`src/rtl/spi_shift_engine.sv`:
```
// rtl/spi_shift_engine.sv - SPI master shift engine, one DATA_W-bit full-duplex word per start.
// Optional SPI_LSB_FIRST_EN: LSB-first tx, rx filled from the MSB down.
module spi_shift_engine #(
  parameter int DATA_W = 8,
  parameter int DIV    = 4,
  parameter bit CPOL   = 1'b0,
  parameter bit CPHA   = 1'b0
) (
  input  logic              clk,
  input  logic              rst,
  input  logic              start,
  input  logic [DATA_W-1:0] tx_data,
  input  logic              hold_cs,
  input  logic              miso,
  output logic              sclk,
  output logic              mosi,
  output logic              cs_n,
  output logic [DATA_W-1:0] rx_data,
  output logic              rx_valid,
  output logic              word_done,
  output logic              busy
);

  localparam int DIV_CW  = $clog2(DIV + 1);
  localparam int EDGE_CW = $clog2(2 * DATA_W + 1);
  localparam logic [DIV_CW-1:0]  DIV_LAST  = DIV_CW'(DIV - 1);
  localparam logic [EDGE_CW-1:0] EDGE_LAST = EDGE_CW'(2 * DATA_W);

  typedef enum logic [2:0] {S_IDLE, S_SETUP, S_SHIFT, S_HOLD, S_LAG} state_t;

  state_t              state;
  logic [DIV_CW-1:0]   div_cnt;
  logic [EDGE_CW-1:0]  edge_cnt;
  logic [DATA_W-1:0]   tx_sr;
  logic [DATA_W-1:0]   rx_sr;

`ifdef SPI_LSB_FIRST_EN
  function automatic logic tx_bit(input logic [DATA_W-1:0] v);
    return v[0];
  endfunction
  function automatic logic [DATA_W-1:0] tx_shift(input logic [DATA_W-1:0] v);
    return v >> 1;
  endfunction
  function automatic logic [DATA_W-1:0] rx_shift(input logic [DATA_W-1:0] v, input logic b);
    return {b, v[DATA_W-1:1]};
  endfunction
`else
  function automatic logic tx_bit(input logic [DATA_W-1:0] v);
    return v[DATA_W-1];
  endfunction
  function automatic logic [DATA_W-1:0] tx_shift(input logic [DATA_W-1:0] v);
    return v << 1;
  endfunction
  function automatic logic [DATA_W-1:0] rx_shift(input logic [DATA_W-1:0] v, input logic b);
    return {v[DATA_W-2:0], b};
  endfunction
`endif

  logic               tick;
  logic [EDGE_CW-1:0] edge_next;
  logic               sample_edge;
  logic [DATA_W-1:0]  rx_next;

  // Odd edges are leading edges; CPHA=0 samples on them, CPHA=1 on trailing ones.
  always_comb begin
    tick        = (div_cnt == DIV_LAST);
    edge_next   = edge_cnt + EDGE_CW'(1);
    sample_edge = edge_next[0] ^ CPHA;
    rx_next     = rx_shift(rx_sr, miso);
  end

  always_ff @(posedge clk) begin
    if (rst) begin
      state     <= S_IDLE;
      sclk      <= CPOL;
      mosi      <= 1'b0;
      cs_n      <= 1'b1;
      rx_data   <= '0;
      rx_valid  <= 1'b0;
      word_done <= 1'b0;
      busy      <= 1'b0;
      div_cnt   <= '0;
      edge_cnt  <= '0;
      tx_sr     <= '0;
      rx_sr     <= '0;
    end else begin
      word_done <= 1'b0;
      rx_valid  <= 1'b0;
      case (state)
        S_IDLE, S_HOLD: begin
          if (start) begin
            // CPHA=0 must present the first bit before the first (sampling) edge.
            if (!CPHA) begin
              mosi  <= tx_bit(tx_data);
              tx_sr <= tx_shift(tx_data);
            end else begin
              tx_sr <= tx_data;
            end
            state    <= S_SETUP;
            cs_n     <= 1'b0;
            busy     <= 1'b1;
            div_cnt  <= '0;
            edge_cnt <= '0;
          end else if (state == S_HOLD && !hold_cs) begin
            state   <= S_LAG;
            div_cnt <= '0;
          end
        end
        S_SETUP: begin
          edge_cnt <= '0;
          if (tick) begin
            div_cnt <= '0;
            state   <= S_SHIFT;
          end else begin
            div_cnt <= div_cnt + DIV_CW'(1);
          end
        end
        S_SHIFT: begin
          if (tick) begin
            div_cnt  <= '0;
            sclk     <= ~sclk;
            edge_cnt <= edge_next;
            if (sample_edge) begin
              rx_sr <= rx_next;
            end else if (edge_next != EDGE_LAST) begin
              mosi  <= tx_bit(tx_sr);
              tx_sr <= tx_shift(tx_sr);
            end
            if (edge_next == EDGE_LAST) begin
              rx_data   <= sample_edge ? rx_next : rx_sr;
              word_done <= 1'b1;
              rx_valid  <= 1'b1;
              state     <= hold_cs ? S_HOLD : S_LAG;
            end
          end else begin
            div_cnt <= div_cnt + DIV_CW'(1);
          end
        end
        S_LAG: begin
          if (tick) begin
            div_cnt <= '0;
            cs_n    <= 1'b1;
            busy    <= 1'b0;
            state   <= S_IDLE;
          end else begin
            div_cnt <= div_cnt + DIV_CW'(1);
          end
        end
        default: state <= S_IDLE;
      endcase
    end
  end

endmodule

```
`config.mk`:
```
export PLATFORM = sky130hd
export DESIGN_NAME = spi_shift_engine
export DESIGN_NICKNAME = d
export VERILOG_FILES = /design/src/rtl/spi_shift_engine.sv
export SDC_FILE = /design/constraint.sdc
export NUM_CORES = 1
export LEC_CHECK = 0
export BUFFER_PORTS_ARGS = -buffer_cell sky130_fd_sc_hd__buf_2
export CAP_MARGIN = 20
export CORE_MARGIN = 5
export CORE_UTILIZATION = 50
export CTS_CLUSTER_SIZE = 40
export DETAILED_ROUTE_END_ITERATION = 8
export PLACE_DENSITY = 0.81
export SLEW_MARGIN = 0
export SYNTH_ARGS = -nofsm -noshare
export SYNTH_HDL_FRONTEND = slang
export SYNTH_SLANG_ARGS = --single-unit
```
`constraint.sdc`:
```
create_clock -name clk -period 5 [get_ports clk]
set_input_delay 0.5 -clock clk [delete_from_list [all_inputs] [get_ports clk]]
set_output_delay 0.5 -clock clk [all_outputs]
set_load 0.01 [all_outputs]
```
==> results.cfg <==
[global_routing]
grt_pass1_wl_um = 6120
grt_overflow = 0
grtUsageTotal = 0.1464
antenna_found_initial = 0
grt_start_max_net_pins = 42
grt_pass1_vias = 1371

[floorplanning]
start_util = 0.5215
die-area_sq_um = 5222
ios = 27
rows = 22
coreArea_sq_um = 3716
fp.dieW_um = 72.26
die_h_um = 72.26

[power]
p_leak_nw = 0.8507
powerDensity_nw_per_um2 = 432.1
ir_worst_vdd_mv = 0.2598

[clocking]
numCtsBuffers = 5
cts_tree = yes
cts.sinks = 39
cts_root_buffer = clkbuf_8
insertion_delay_ns = 0.29
cts_resized = 0
post_cts_buffers = 0
holdBufCountCts = 0
path_clk_slew_ns = 0.08
clk_path_buf_depth = 2
htreeDepth = 2

[logic_synthesis]
syn_area_sq_um = 1938
synth_warnings = 0
syn_inst = 204
synth-seq-area-share = 0.4028
synthArstFlopShare = 0
synth_edf_count = 0
avgSynthCellArea_sq_um = 9.501
synth.distinct_cells = 47
synth_ff_type = dfxtp_1
syn_nets = 219
ys_ff_latch = 39

[critical_path]
critical_path_required_ns = 5.22
critical_path_class = reg -> reg
crit_family = simple AND/OR/NAND/NOR gates
slowest_delay_ns = 0.68
slowest_stage = nor3b_4
worst-path-buf-inv = 0
cp-end-kind = register
crit_path_start_kind = register
crit_path_cell_trace = nor3b_4 > nand2_2 > nor3_2 > nand2b_1 > o2bb2ai_1
rrSetupSlack_ns = 2.70
crit_fanout = 15
cp.arrival_ns = 2.52

[place]
place_congestion = 0.7857
port-buffer-count = 26
place_hpwl_um = 2411

[detailed_routing]
drt-total-wl_um = 3519
drc = 0
drt_first_iter_violations = 79
antenna_left = 0
wl_per_cell_um = 12.80
dr_wl_met2_um = 1531
vias = 1501
routed.top_layer = met4
vias_per_cell = 5.458
drtPass1Iterations = 4
drt-met1-wl_um = 1746
wl_met3_um = 184

[sta]
slew-limit-headroom = 0.4981
maxSlewViolCount = 0
rsz0062_at_grt = no
hold_ws_ns = 0.4649
hold_viol = 0
setup_tns_ns = 0
max_freq_mhz = 435.2
skew_ns = 0.009987
setup_viol = 0
worst_slew_pin_slew_ns = 0.7518
fin_crit_ns = 2.298
finalCritPeriodShare = 0.4596

[job]
max-cap-violations = 0

[hold_path]
hp-class = reg -> reg

[layout]
area_growth_pct = 11.56
diodes = 0
nets = 241
drive_above_1_share = 0.2159

[run_status]
status = finished, final reports clean
## worst paths after layout
kind,from,endpoint,cells past startpoint
max,state[1],rx_data[6],5
min,rx_data[5],rx_data[5],1
max reg2reg,state[1],rx_data[6],5
min reg2reg,rx_data[5],rx_data[5],1
## Yosys cell counts, drive strengths merged, types with 2 or more instances
| library cell | n | share of area |
|---|---|---|
| nor2b | 11 | 0.036 |
| o2bb2ai | 8 | 0.036 |
| ha | 2 | 0.013 |
| mux2 | 7 | 0.052 |
| inv | 4 | 0.0077 |
| and3 | 2 | 0.0065 |
| a211o | 2 | 0.014 |
| mux2i | 25 | 0.13 |
| nand3 | 5 | 0.013 |
| dfxtp | 39 | 0.40 |
| or3 | 2 | 0.0065 |
| a21oi | 13 | 0.036 |
| o22ai | 2 | 0.0065 |
| buf | 6 | 0.017 |
| clkbuf | 5 | 0.0097 |
| a22oi | 2 | 0.0077 |
| and2 | 2 | 0.0065 |
| nor2 | 27 | 0.056 |
| o21ai | 7 | 0.020 |
| nand2 | 10 | 0.021 |
| nand2b | 4 | 0.013 |
| a31oi | 2 | 0.0065 |
## cell type report
type                    count  area, sq um
clock buffers               6        72.57
clock inverters             2        12.51
fillers                   340         1554
inverters                   4        15.01
multi-input cells         150         1091
flip-flops and latches     39        780.7
well taps                  48        60.06
repair buffers             26        130.1
## power by group
group          internal [mW]  switching (mW)  total, mW  leakage (nW)
Sequential             0.354          0.0539      0.408         0.317
Combinational          0.164           0.155      0.319         0.493
Clock                 0.0975           0.110      0.207        0.0412
Total                  0.616           0.318      0.934         0.851
## sequential cells by signal, indices dropped and copies added, names as in the netlist
register and cells:
rx_data 8, rx_sr 8, tx_sr 7, edge_cnt 5, div_cnt 3, state 3
busy 1, cs_n 1, mosi 1, sclk 1, word_done 1
## per-layer routing
| metal | GRT usage | up-vias |
|---|---|---|
| li1 | - | 772 |
| met1 | 0.1942 | 689 |
| met2 | 0.2174 | 34 |
| met3 | 0.05125 | 6 |
| met4 | 0.05637 | 0 |
| met5 | 0 | - |
## layout by cell type, fill, tap and decap left out, types with 2 or more instances in the layout
cell	count
a21oi_1	12
a22oi_1	2
a31oi_1	2
and2_1	2
and3_1	2
buf_2	26
clkbuf_8	5
dfxtp_1	39
ha_1	2
inv_1	4
mux2_4	6
mux2i_1	25
nand2_1	9
nand2b_1	4
nand3_1	5
nor2_1	26
nor2b_1	11
o21ai_0	5
o22ai_1	2
o2bb2ai_1	8
or3_1	2
## through the flow
step	setup slack (ns)	total power [mW]	cells	utilization	cell area, sq um
6_report	2.702	0.9343	275	0.5818	2162
5_1_grt	2.542	0.9955	275	0.5818	2162
4_1_cts	2.704	0.9426	275	0.5818	2162
3_5_place_dp	2.750	0.7342	267	0.5589	2077
3_3_place_gp	2.815	0.7293	267	0.5589	2077
2_1_floorplan	3.341	0.6788	204	-	1938
## kinds of logic (layout without fill, tap and decap cells)
family	after synthesis	count (layout)	synth area share
xor gates and xnor gates	2	2	0.009040
and+or+nand+nor	71	71	0.1969
adders and majority gates	2	2	0.01291
muxes	32	32	0.1814
DFF	39	39	0.4028
AOI/OAI and AO/OA	43	43	0.1627
buffers and inverters	15	38	0.03421
No activity file was read; power rests on OpenSTA's default activity.
